[src/rtl/fetch_stage_if.sv]
// Fetch-stage bundle: Decode feedback, CP0 redirects, IM bus and F/D pipeline register.
// Latency: wires only; timing belongs to the fetch_stage that drives the master side.
// Backpressure: stall travels in this bundle and freezes PC plus F/D when asserted.
//
// master: the fetch stage. Drives i_inst_addr and the D_* register outputs.
// slave : the environment (Decode/CP0/IM). Drives the controls, targets and i_inst_rdata.
interface fetch_stage_if;
  logic        stall;
  logic        req;
  logic        D_eret;
  logic [31:0] epc;
  logic [2:0]  npc_sel;
  logic        D_IsBranch;
  logic [15:0] br_imm16;
  logic [25:0] j_index;
  logic [31:0] jr_target;
  logic [31:0] i_inst_rdata;
  logic [31:0] i_inst_addr;
  logic [31:0] D_PC;
  logic [31:0] D_instr;
  logic        D_IsDelay;
  logic [4:0]  D_ExcCode;

  modport master (
    input  stall, req, D_eret, epc, npc_sel, D_IsBranch,
           br_imm16, j_index, jr_target, i_inst_rdata,
    output i_inst_addr, D_PC, D_instr, D_IsDelay, D_ExcCode
  );

  modport slave (
    output stall, req, D_eret, epc, npc_sel, D_IsBranch,
           br_imm16, j_index, jr_target, i_inst_rdata,
    input  i_inst_addr, D_PC, D_instr, D_IsDelay, D_ExcCode
  );
endinterface

[src/rtl/fetch_stage.sv]
// MIPS IF stage: owns the PC, addresses IM and holds the F/D register feeding Decode.
// Latency: 1 cycle from i_inst_addr to the F/D register; all outputs registered.
// Backpressure: stall holds PC and F/D; req (CP0) overrides stall, stall overrides eret.
//
// Ports: clk, reset (async, active-high), bus (fetch_stage_if.master):
//   in : stall, req, D_eret, epc, npc_sel, D_IsBranch, br_imm16, j_index, jr_target, i_inst_rdata
//   out: i_inst_addr (= F PC), D_PC, D_instr, D_IsDelay, D_ExcCode
// Build option: define FETCH_ADDR_CHECK_EN to raise AdEL (code 4) on misaligned or
//   out-of-range fetch addresses; otherwise the fetch exception code is always 0.
module fetch_stage #(
  parameter logic [31:0] RESET_PC   = 32'h0000_3000,
  parameter logic [31:0] HANDLER_PC = 32'h0000_4180
`ifdef FETCH_ADDR_CHECK_EN
  ,
  parameter logic [31:0] IMEM_LO    = 32'h0000_3000,
  parameter logic [31:0] IMEM_HI    = 32'h0000_6ffc
`endif
) (
  input  logic          clk,
  input  logic          reset,
  fetch_stage_if.master bus
);

  localparam logic [4:0] EXC_NONE = 5'd0;
  localparam logic [4:0] EXC_ADEL = 5'd4;

  logic [31:0] f_pc_q, f_pc_d;
  logic [31:0] d_pc_q, d_pc_d;
  logic [31:0] d_instr_q, d_instr_d;
  logic        d_is_delay_q, d_is_delay_d;
  logic [4:0]  d_exc_code_q, d_exc_code_d;

  logic        f_adel;
  logic [31:0] br_offset;
  logic [31:0] next_pc;

  // Fetch address check on the PC currently presented to IM. A redirect to a
  // bad address is accepted into the PC; the fault surfaces when it is fetched.
`ifdef FETCH_ADDR_CHECK_EN
  assign f_adel = (f_pc_q[1:0] != 2'b00) || (f_pc_q < IMEM_LO) || (f_pc_q > IMEM_HI);
`else
  assign f_adel = 1'b0;
`endif

  assign br_offset = {{14{bus.br_imm16[15]}}, bus.br_imm16, 2'b00};

  // Branch/jump targets are relative to the instruction sitting in D.
  always_comb begin
    next_pc = f_pc_q + 32'd4;
    case (bus.npc_sel)
      3'd1:    next_pc = d_pc_q + 32'd4 + br_offset;
      3'd2:    next_pc = {d_pc_q[31:28], bus.j_index, 2'b00};
      3'd3:    next_pc = bus.jr_target;
      default: next_pc = f_pc_q + 32'd4;
    endcase
  end

  // Priority: req > stall > eret > normal fetch.
  always_comb begin
    f_pc_d       = f_pc_q;
    d_pc_d       = d_pc_q;
    d_instr_d    = d_instr_q;
    d_is_delay_d = d_is_delay_q;
    d_exc_code_d = d_exc_code_q;
    if (bus.req) begin
      f_pc_d       = HANDLER_PC;
      d_pc_d       = HANDLER_PC;
      d_instr_d    = 32'd0;
      d_is_delay_d = 1'b0;
      d_exc_code_d = EXC_NONE;
    end else if (bus.stall) begin
      // hold everything; npc_sel is ignored while stalled
    end else if (bus.D_eret) begin
      // eret has no delay slot: the word fetched this cycle becomes a bubble
      f_pc_d       = bus.epc;
      d_pc_d       = bus.epc;
      d_instr_d    = 32'd0;
      d_is_delay_d = 1'b0;
      d_exc_code_d = EXC_NONE;
    end else begin
      f_pc_d       = next_pc;
      d_pc_d       = f_pc_q;
      d_instr_d    = f_adel ? 32'd0 : bus.i_inst_rdata;
      d_is_delay_d = bus.D_IsBranch;
      d_exc_code_d = f_adel ? EXC_ADEL : EXC_NONE;
    end
  end

  always_ff @(posedge clk or posedge reset) begin
    if (reset) begin
      f_pc_q       <= RESET_PC;
      d_pc_q       <= RESET_PC;
      d_instr_q    <= 32'd0;
      d_is_delay_q <= 1'b0;
      d_exc_code_q <= EXC_NONE;
    end else begin
      f_pc_q       <= f_pc_d;
      d_pc_q       <= d_pc_d;
      d_instr_q    <= d_instr_d;
      d_is_delay_q <= d_is_delay_d;
      d_exc_code_q <= d_exc_code_d;
    end
  end

  assign bus.i_inst_addr = f_pc_q;
  assign bus.D_PC        = d_pc_q;
  assign bus.D_instr     = d_instr_q;
  assign bus.D_IsDelay   = d_is_delay_q;
  assign bus.D_ExcCode   = d_exc_code_q;

endmodule

[src/flat_wrapper.sv]
// flat-port wrapper written by rule: the top's interface ports become plain ports
module fetch_stage_flat 
#(
  parameter logic [31:0] RESET_PC   = 32'h0000_3000,
  parameter logic [31:0] HANDLER_PC = 32'h0000_4180

)
  (clk, reset, bus_stall, bus_req, bus_D_eret, bus_epc, bus_npc_sel, bus_D_IsBranch, bus_br_imm16, bus_j_index, bus_jr_target, bus_i_inst_rdata, bus_i_inst_addr, bus_D_PC, bus_D_instr, bus_D_IsDelay, bus_D_ExcCode);
  fetch_stage_if bus_i ();
  input  logic clk;
  input  logic reset;
  input wire logic [$bits(bus_i.stall)-1:0] bus_stall;
  input wire logic [$bits(bus_i.req)-1:0] bus_req;
  input wire logic [$bits(bus_i.D_eret)-1:0] bus_D_eret;
  input wire logic [$bits(bus_i.epc)-1:0] bus_epc;
  input wire logic [$bits(bus_i.npc_sel)-1:0] bus_npc_sel;
  input wire logic [$bits(bus_i.D_IsBranch)-1:0] bus_D_IsBranch;
  input wire logic [$bits(bus_i.br_imm16)-1:0] bus_br_imm16;
  input wire logic [$bits(bus_i.j_index)-1:0] bus_j_index;
  input wire logic [$bits(bus_i.jr_target)-1:0] bus_jr_target;
  input wire logic [$bits(bus_i.i_inst_rdata)-1:0] bus_i_inst_rdata;
  output wire logic [$bits(bus_i.i_inst_addr)-1:0] bus_i_inst_addr;
  output wire logic [$bits(bus_i.D_PC)-1:0] bus_D_PC;
  output wire logic [$bits(bus_i.D_instr)-1:0] bus_D_instr;
  output wire logic [$bits(bus_i.D_IsDelay)-1:0] bus_D_IsDelay;
  output wire logic [$bits(bus_i.D_ExcCode)-1:0] bus_D_ExcCode;
  assign bus_i.stall = bus_stall;
  assign bus_i.req = bus_req;
  assign bus_i.D_eret = bus_D_eret;
  assign bus_i.epc = bus_epc;
  assign bus_i.npc_sel = bus_npc_sel;
  assign bus_i.D_IsBranch = bus_D_IsBranch;
  assign bus_i.br_imm16 = bus_br_imm16;
  assign bus_i.j_index = bus_j_index;
  assign bus_i.jr_target = bus_jr_target;
  assign bus_i.i_inst_rdata = bus_i_inst_rdata;
  assign bus_i_inst_addr = bus_i.i_inst_addr;
  assign bus_D_PC = bus_i.D_PC;
  assign bus_D_instr = bus_i.D_instr;
  assign bus_D_IsDelay = bus_i.D_IsDelay;
  assign bus_D_ExcCode = bus_i.D_ExcCode;
  fetch_stage #(.RESET_PC(RESET_PC), .HANDLER_PC(HANDLER_PC)) u_core (.clk(clk), .reset(reset), .bus(bus_i));
endmodule
[config.mk]
export PLATFORM = sky130hd
export DESIGN_NAME = fetch_stage_flat
export DESIGN_NICKNAME = d
export VERILOG_FILES = /design/src/rtl/fetch_stage_if.sv /design/src/rtl/fetch_stage.sv /design/src/flat_wrapper.sv
export SDC_FILE = /design/constraint.sdc
export NUM_CORES = 1
export LEC_CHECK = 0
export BUFFER_PORTS_ARGS = -buffer_cell sky130_fd_sc_hd__buf_2
export CORE_AREA = 8 8 170 172
export CTS_CLUSTER_DIAMETER = 100
export DETAILED_ROUTE_END_ITERATION = 10
export DIE_AREA = 0 0 178 180
export HOLD_SLACK_MARGIN = 0.08
export PLACE_DENSITY = 0.54
export SLEW_MARGIN = 40
export SYNTH_ARGS = -nofsm -noshare
export SYNTH_HDL_FRONTEND = slang
export SYNTH_SLANG_ARGS = --single-unit
[constraint.sdc]
create_clock -name clk -period 3.48 [get_ports clk]
set_input_delay 0.696 -clock clk [delete_from_list [all_inputs] [get_ports clk]]
set_output_delay 0.696 -clock clk [all_outputs]
set_load 0.01 [all_outputs]
==> impl_metrics.sql, run 1 <==
INSERT INTO impl_metrics (metric_group, metric, value, unit) VALUES
('timing', 'worst_clock_skew', '0.0130', 'ns'),
('cts', 'clk_root_buffer_cell', 'sky130_fd_sc_hd__clkbuf_16', ''),
('die', 'core', '26400', 'um^2'),
('cts', 'cts_max_level', '3', ''),
('cts', 'post_cts_repair_timing_setup_buffer_count', '0', ''),
('placement', 'placement.io_buffers', '243', ''),
('drt', 'drt_first_pass_iters', '5', ''),
('worst_setup_path', 'start_kind', 'primary input', ''),
('global_routing', 'maximum_number_of_pins_on_one_net_before_global_route_repair', '79', ''),
('cts', 'clockBufferDepth', '2', ''),
('cts', 'cts.clk_slew.worst_paths', '0.08', 'ns'),
('timing', 'layout_worst_path_cycle_share', '91.6', '%'),
('die', 'die_y', '180', 'um'),
('die', 'floorplan.die.width', '178', 'um'),
('drt', 'drt_iter0_markers', '449', ''),
('drt', 'avgRoutedWirePerCell', '20.4', 'um'),
('worst_setup_path', 'cpPeakStageDelay', '0.40', 'ns'),
('timing', 'layout_min_cycle_time', '3.19', 'ns'),
('drt', 'post-route-drc-count', '0', ''),
('worst_setup_path', 'critical_path_class', 'in2reg', ''),
('timing', 'pins_over_slew_limit', '0', ''),
('cts', 'tritoncts_clock_tree', 'done', ''),
('drt', 'dr_total_vias', '7957', ''),
('worst_setup_path', 'cpMaxStageDelayCell', 'sky130_fd_sc_hd__fa_1', ''),
('global_routing', 'grt_pass1_vias', '8363', ''),
('worst_setup_path', 'critical_path.reg2reg.endpoint', 'u_core.bus.i_inst_addr[29]$_DFFE_PP0P_', ''),
('timing', 'tightestPinTransition', '0.801', 'ns'),
('worst_setup_path', 'timing.critical_path.from', 'bus_br_imm16[0]', ''),
('final_layout', 'drive_gt1_share', '27.6', '%'),
('worst_setup_path', 'critPathBufInv', '5', ''),
('timing', 'fmax', '314', 'MHz'),
('cts', 'clk-insertion-delay-late', '0.36', 'ns'),
('worst_setup_path', 'r2r_start', 'u_core.bus.D_PC[3]$_DFFE_PP0P_', ''),
('global_routing', 'track_usage', '19.2', '%'),
('die', 'die_area', '32000', 'um^2'),
('synth', 'post-synth-top-area-cell', 'sky130_fd_sc_hd__dfrtp_1', ''),
('final_layout', 'post_layout_net_count', '1383', ''),
('timing', 'setup-tns-final', '0', 'ns'),
('final_layout', 'n_fill_cell', '2824', ''),
('synth', 'ys_warn_count', '0', ''),
('placement', 'dp_hpwl', '23800', 'um'),
('global_routing', 'grt_first_pass_wirelength', '48400', 'um'),
('cts', 'cts_num_sinks', '97', ''),
('worst_setup_path', 'arrival', '3.46', 'ns'),
('final_layout', 'combined_area_of_the_multi_input_logic_cells', '4840', 'um^2'),
('synth', 'synth_ff_type', 'sky130_fd_sc_hd__dfrtp_1', ''),
('worst_setup_path', 'rr_worst_depth', '14', ''),
('synth', 'syn_inst', '943', ''),
('power', 'pwr_density_cell', '340', 'nW/um^2'),
('worst_setup_path', 'cpLargestDelayFamily', 'compound AO/OA/AOI/OAI gates', ''),
('synth', 'mappedNetlistArea', '7720', 'um^2'),
('cts', 'tritoncts.num_buffers', '9', ''),
('synth', 'synth-edff-count', '0', ''),
('die', 'core.rowCount', '60', ''),
('synth', 'synth_async_sr_flop_share', '100', '%'),
('worst_setup_path', 'crit_fanout', '4', ''),
('synth', 'synth.yosys.seq_area_share', '31.5', '%'),
('power', 'power_leakage', '4.82', 'nW'),
('timing', 'rsz0062_at_grt', 'no', ''),
('placement', 'gp_congestion', '0.895', ''),
('worst_setup_path', 'reg_to_reg_setup_timing_slack', '0.30', 'ns'),
('drt', 'route.final.wire_length', '31100', 'um'),
('power', 'worst_ir_drop_vdd', '0.193', 'mV'),
('global_routing', 'globalRoute.totalOverflow', '0', ''),
('final_layout', 'areaGrowthSynthToFinish', '25.8', '%'),
('die', 'initial_utilization', '29.3', '%'),
('synth', 'synth_top_area_share', '30.2', '%'),
('global_routing', 'number_of_antenna_violations_at_the_first_check_in_global_routing', '8', ''),
('outcome', 'status', 'complete, no violations', ''),
('worst_setup_path', 'cp.required', '3.76', 'ns'),
('synth', 'syn_area_per_cell', '8.19', 'um^2');
==> layout by cell type (no fill, tap or decap), drive strengths merged, types with 16 or more instances in the layout <==
master,n
a211oi,16
a21o,16
a21oi,156
a22o,34
buf,283
dfrtp,93
ha,58
inv,39
mux2i,24
nand2,71
nand2b,29
nor2,112
o21ai,37
xnor2,25
==> layer usage <==
layer  routed length (um)  up-vias  track usage (%)
met4                  325       14             3.67
met3                 2670       33             5.83
met1                14000     3752             25.5
met2                14100      291             30.3
met5                   82        -                0
li1                     -     3867                -
==> logic make-up after synthesis <==
group,after synthesis,share of synthesized area (%)
AO/OA/AOI/OAI,329,27.2
AND/OR/NAND/NOR,296,18.1
buffers and inverters,99,6.05
flip-flops,97,31.5
adder cells (fa/ha/maj),59,9.66
XOR/XNOR,37,4.20
multiplexers,25,3.26
other,1,0.0486
==> synthesized netlist by cell type, types with 7 or more instances <==
master / n
sky130_fd_sc_hd__a21oi_1: 154
sky130_fd_sc_hd__nor2_1: 110
sky130_fd_sc_hd__dfrtp_1: 93
sky130_fd_sc_hd__nand2_1: 70
sky130_fd_sc_hd__ha_1: 58
sky130_fd_sc_hd__clkbuf_1: 39
sky130_fd_sc_hd__inv_1: 35
sky130_fd_sc_hd__a22o_1: 34
sky130_fd_sc_hd__o21ai_0: 30
sky130_fd_sc_hd__nand2b_1: 29
sky130_fd_sc_hd__xnor2_1: 25
sky130_fd_sc_hd__mux2i_1: 24
sky130_fd_sc_hd__nand3_1: 14
sky130_fd_sc_hd__a21o_1: 13
sky130_fd_sc_hd__a211oi_1: 12
sky130_fd_sc_hd__nor3_1: 12
sky130_fd_sc_hd__xor2_1: 12
sky130_fd_sc_hd__and3_1: 11
sky130_fd_sc_hd__buf_1: 11
sky130_fd_sc_hd__and2_1: 10
sky130_fd_sc_hd__nor2b_1: 10
sky130_fd_sc_hd__o22ai_1: 10
sky130_fd_sc_hd__nand4_1: 9
sky130_fd_sc_hd__o211ai_1: 9
sky130_fd_sc_hd__a221oi_1: 7
sky130_fd_sc_hd__a31oi_1: 7
==> area by class of cell <==
cell class | instances | area share [%]
clock inverter | 7 | 0.863
sequential | 97 | 25.0
tap | 341 | 4.39
timing repair buffer | 283 | 16.1
multi-input combinational | 751 | 49.9
inverter | 35 | 1.40
clock buffer | 9 | 2.32
antenna | 1 | 0.0258
==> worst max-delay path by stage <==
| stage | end | slack [ns] | depth (start not counted) |
|---|---|---|---|
| after global routing | u_core.bus.i_inst_addr[29]$_DFFE_PP0P_ | 0.04 | 17 |
| after global placement | u_core.bus.i_inst_addr[29]$_DFFE_PP0P_ | -0.03 | 17 |
| after CTS | u_core.bus.i_inst_addr[29]$_DFFE_PP0P_ | 0.24 | 17 |
| after detailed placement | u_core.bus.i_inst_addr[29]$_DFFE_PP0P_ | -0.13 | 17 |
| after floorplan | u_core.bus.D_IsDelay$_DFFE_PP0P_ | 0.26 | 1 |
| final | u_core.bus.i_inst_addr[29]$_DFFE_PP0P_ | 0.29 | 17 |
==> through the flow <==
step	utilization [%]	setup slack, ns	power (mW)	instance area [um^2]	cells
detailed placement	35.7	-0.135	2.23	9390	1507
finish	36.9	0.292	3.30	9710	1524
global route	36.9	0.0391	3.49	9710	1524
CTS	36.8	0.243	3.33	9700	1523
floorplan	-	0.257	1.85	7730	947
global placement	35.7	-0.0349	2.22	9390	1507
==> report_power, final <==
part           internal, mW  switching, mW  total (mW)
logic                 0.393          0.548       0.941
clock network         0.574          0.524        1.10
registers              1.19         0.0780        1.27
==> flip-flops by register name (all words and copies together), names as in the netlist <==
| register | cells |
|---|---|
| u_core.bus.i_inst_addr | 32 |
| u_core.bus.D_IsDelay | 1 |
| u_core.bus.D_instr | 32 |
| u_core.bus.D_PC | 32 |
==> what timing repair did <==
item                       4_1_cts  5_1_grt
hold buffers                     0        0
resized for setup                0        1
setup endpoints to repair        0        1
Note: power is estimated with default switching activity, not from simulation.
==> run 2, diff against run 1 <==
--- a/config.mk
+++ b/config.mk
@@ -12,6 +12,7 @@
 export DIE_AREA = 0 0 178 180
 export HOLD_SLACK_MARGIN = 0.08
 export PLACE_DENSITY = 0.54
+export REMOVE_ABC_BUFFERS = 1
 export SLEW_MARGIN = 40
 export SYNTH_ARGS = -nofsm -noshare
 export SYNTH_HDL_FRONTEND = slang
==> run 2 against run 1 <==
  * Count of clock-buffer cells in the layout did not move
  * Via count fell by 0.16%
  * Hold slack improved by 0.0095 ns
  * Die area did not move
  * Flip-flop and latch count did not move
  * Combinational power fell by 1%
  * Core utilization fell by 0.41 points
  * Clock skew fell by 0.0051 ns
  * Register-to-register slack improved by 0.06 ns
  * Largest power group unchanged
  * Highest routed layer unchanged
==> impl_metrics.sql, run 2 (synthesis results as in run 1) <==
INSERT INTO impl_metrics (metric_group, metric, value, unit) VALUES
('run', 'timing.max_cap.violations', '0', ''),
('placement', 'placement.io_buffers', '243', ''),
('drt', 'drt_iter0_markers', '579', ''),
('timing', 'layout_min_cycle_time', '3.15', 'ns'),
('placement', 'dp_slack', '0.00439', 'ns'),
('global_routing', 'grt_first_pass_wirelength', '46900', 'um'),
('final_layout', 'areaGrowthSynthToFinish', '24.4', '%'),
('min_path', 'hold_path.class', 'in2async', ''),
('die', 'die_y', '180', 'um'),
('power', 'worst_ir_drop_vdd', '0.173', 'mV'),
('drt', 'antenna_left', '0', ''),
('cts', 'clockBufferDepth', '2', ''),
('worst_setup_path', 'critical_path_class', 'in2reg', ''),
('cts', 'cts_max_level', '3', ''),
('drt', 'via_per_inst', '5.24', ''),
('worst_setup_path', 'crit_fanout', '4', ''),
('drt', 'avgRoutedWirePerCell', '20.0', 'um'),
('global_routing', 'grt_util_met3', '4.25', '%'),
('timing', 'fmax', '318', 'MHz'),
('drt', 'dr_total_vias', '7944', ''),
('power', 'totalPowerFinal', '3.21', 'mW'),
('cts', 'post_cts_repair_timing_setup_buffer_count', '0', ''),
('timing', 'finalSetupViolCount', '0', ''),
('global_routing', 'grt_pass1_vias', '8141', ''),
('cts', 'ctsHoldBuffers', '0', ''),
('worst_setup_path', 'crit_path_cell_trace', 'buf_2, ha_1, ha_1, inv_1, fa_1, nor2b_1, o31a_1, o21ai_2, o21a_1, o31ai_1, o21ai_0, xnor2_1, nand2_1, a41oi_1', ''),
('worst_setup_path', 'cp.required', '3.75', 'ns'),
('global_routing', 'maximum_number_of_pins_on_one_net_before_global_route_repair', '60', ''),
('worst_setup_path', 'cpMaxStageDelayCell', 'sky130_fd_sc_hd__fa_1', ''),
('final_layout', 'antenna_cells', '0', ''),
('timing', 'rsz0062_at_grt', 'no', ''),
('placement', 'dp_hpwl', '23400', 'um'),
('final_layout', 'most_common_cell_after_layout_fill_and_taps_aside', 'sky130_fd_sc_hd__buf_2', ''),
('power', 'power_leakage', '4.76', 'nW'),
('cts', 'clk-insertion-delay-late', '0.36', 'ns'),
('die', 'num_io_pins', '249', ''),
('timing', 'pins_over_slew_limit', '0', ''),
('timing', 'layout_worst_path_cycle_share', '90.4', '%'),
('outcome', 'status', 'complete, no violations', ''),
('final_layout', 'most-common-layout-cells', 'sky130_fd_sc_hd__buf_2 (241), sky130_fd_sc_hd__a21oi_1 (154), sky130_fd_sc_hd__nor2_1 (110), sky130_fd_sc_hd__dfrtp_1 (93), sky130_fd_sc_hd__nand2_1 (70)', ''),
('global_routing', 'track_usage', '18.6', '%'),
('worst_setup_path', 'critical_path.most_common_cell', 'sky130_fd_sc_hd__ha_1', ''),
('global_routing', 'met1_usage_in_global_routing', '24.9', '%'),
('timing', 'finalHoldViolations', '0', ''),
('worst_setup_path', 'cpPeakStageDelay', '0.38', 'ns'),
('die', 'core', '26400', 'um^2'),
('worst_setup_path', 'crit_end_element', 'flip-flop', ''),
('cts', 'cts.clk_slew.worst_paths', '0.08', 'ns'),
('power', 'pwr_density_cell', '334', 'nW/um^2'),
('timing', 'tightestPinTransition', '0.674', 'ns'),
('global_routing', 'globalRoute.totalOverflow', '0', ''),
('final_layout', 'post_layout_net_count', '1376', ''),
('final_layout', 'drive_gt1_share', '27.1', '%'),
('global_routing', 'use_met2', '29.8', '%'),
('cts', 'clk_root_buffer_cell', 'sky130_fd_sc_hd__clkbuf_16', ''),
('worst_setup_path', 'cpLargestDelayFamily', 'compound AO/OA/AOI/OAI gates', ''),
('cts', 'cts_num_sinks', '97', ''),
('timing', 'timing.slew.headroom', '54.9', '%'),
('timing', 'worst_clock_skew', '0.00799', 'ns'),
('timing', 'timing.final.ws_setup', '0.334', 'ns'),
('cts', 'tritoncts.num_buffers', '9', ''),
('die', 'floorplan.die.width', '178', 'um'),
('drt', 'post-route-drc-count', '0', ''),
('die', 'die_area', '32000', 'um^2'),
('worst_setup_path', 'start_kind', 'primary input', ''),
('cts', 'tritoncts_clock_tree', 'done', ''),
('cts', 'post_cts.resized_instances', '0', ''),
('drt', 'route.final.wire_length', '30200', 'um'),
('global_routing', 'globalRoute.busiestLayer', 'met2', ''),
('worst_setup_path', 'arrival', '3.42', 'ns'),
('worst_setup_path', 'critPathBufInv', '2', ''),
('die', 'initial_utilization', '29.3', '%'),
('placement', 'gp_congestion', '0.890', ''),
('global_routing', 'number_of_antenna_violations_at_the_first_check_in_global_routing', '1', ''),
('die', 'core.rowCount', '60', ''),
('drt', 'drt_first_pass_iters', '5', '');
==> run 2: final timing paths <==
| path | from | to | slack [ns] | cells after the start |
|---|---|---|---|---|
| setup / recovery | bus_br_imm16[1] | u_core.bus.i_inst_addr[29]$_DFFE_PP0P_ | 0.33 | 14 |
| hold / removal | reset | u_core.bus.D_instr[7]$_DFFE_PP0P_ | 0.41 | 2 |
| setup reg to reg | u_core.bus.D_PC[3]$_DFFE_PP0P_ | u_core.bus.i_inst_addr[29]$_DFFE_PP0P_ | 0.36 | 13 |
| hold reg to reg | u_core.bus.D_instr[28]$_DFFE_PP0P_ | u_core.bus.D_instr[28]$_DFFE_PP0P_ | 0.50 | 1 |
| max in group asynchronous | reset | u_core.bus.i_inst_addr[12]$_DFFE_PP1P_ | 2.28 | 3 |
| min in group clk | u_core.bus.D_instr[28]$_DFFE_PP0P_ | u_core.bus.D_instr[28]$_DFFE_PP0P_ | 0.50 | 1 |
==> run 2: stage by stage <==
step / utilization (%) / TNS [ns] / hold slack (ns) / instances / cell area, um^2
floorplan: - / -1.15 / 0.529 / 883 / 7400
global placement: 35.4 / 0 / 0.479 / 1500 / 9320
detailed placement: 35.4 / 0 / 0.478 / 1500 / 9320
CTS: 36.4 / 0 / 0.435 / 1516 / 9600
global route: 36.4 / 0 / 0.448 / 1516 / 9600
finish: 36.4 / 0 / 0.405 / 1516 / 9600
==> run 2: metal layers <==
metal / vias to the layer above / share of wire [%]
met4: 2 / 1.2
li1: 3859 / -
met5: - / 0.030
met2: 283 / 46
met3: 20 / 7.2
met1: 3780 / 46
==> run 2: report_power, final <==
group          switching [mW]  leakage [nW]  internal [mW]
Combinational           0.543          3.35          0.386
Sequential             0.0759          1.28           1.19
Clock                   0.518         0.131          0.500
==> run 2: worst reg2reg max path, cell delays in order (launching register included) <==
cell	delay [ns]
sky130_fd_sc_hd__dfrtp_1	0.40
sky130_fd_sc_hd__ha_1	0.29
sky130_fd_sc_hd__ha_1	0.18
sky130_fd_sc_hd__inv_1	0.06
sky130_fd_sc_hd__fa_1	0.38
sky130_fd_sc_hd__nor2b_1	0.18
sky130_fd_sc_hd__o31a_1	0.24
sky130_fd_sc_hd__o21ai_2	0.12
sky130_fd_sc_hd__o21a_1	0.24
sky130_fd_sc_hd__o31ai_1	0.34
sky130_fd_sc_hd__o21ai_0	0.18
sky130_fd_sc_hd__xnor2_1	0.16
sky130_fd_sc_hd__nand2_1	0.07
sky130_fd_sc_hd__a41oi_1	0.20
==> run 2: final cells by class <==
class	instances	area, um^2
timing repair buffer	276	1480
fill	2818	16700
multi-input combinational	751	4840
clock buffer	9	225
sequential	97	2430
inverter	35	134
tap	341	427
clock inverter	7	60.1
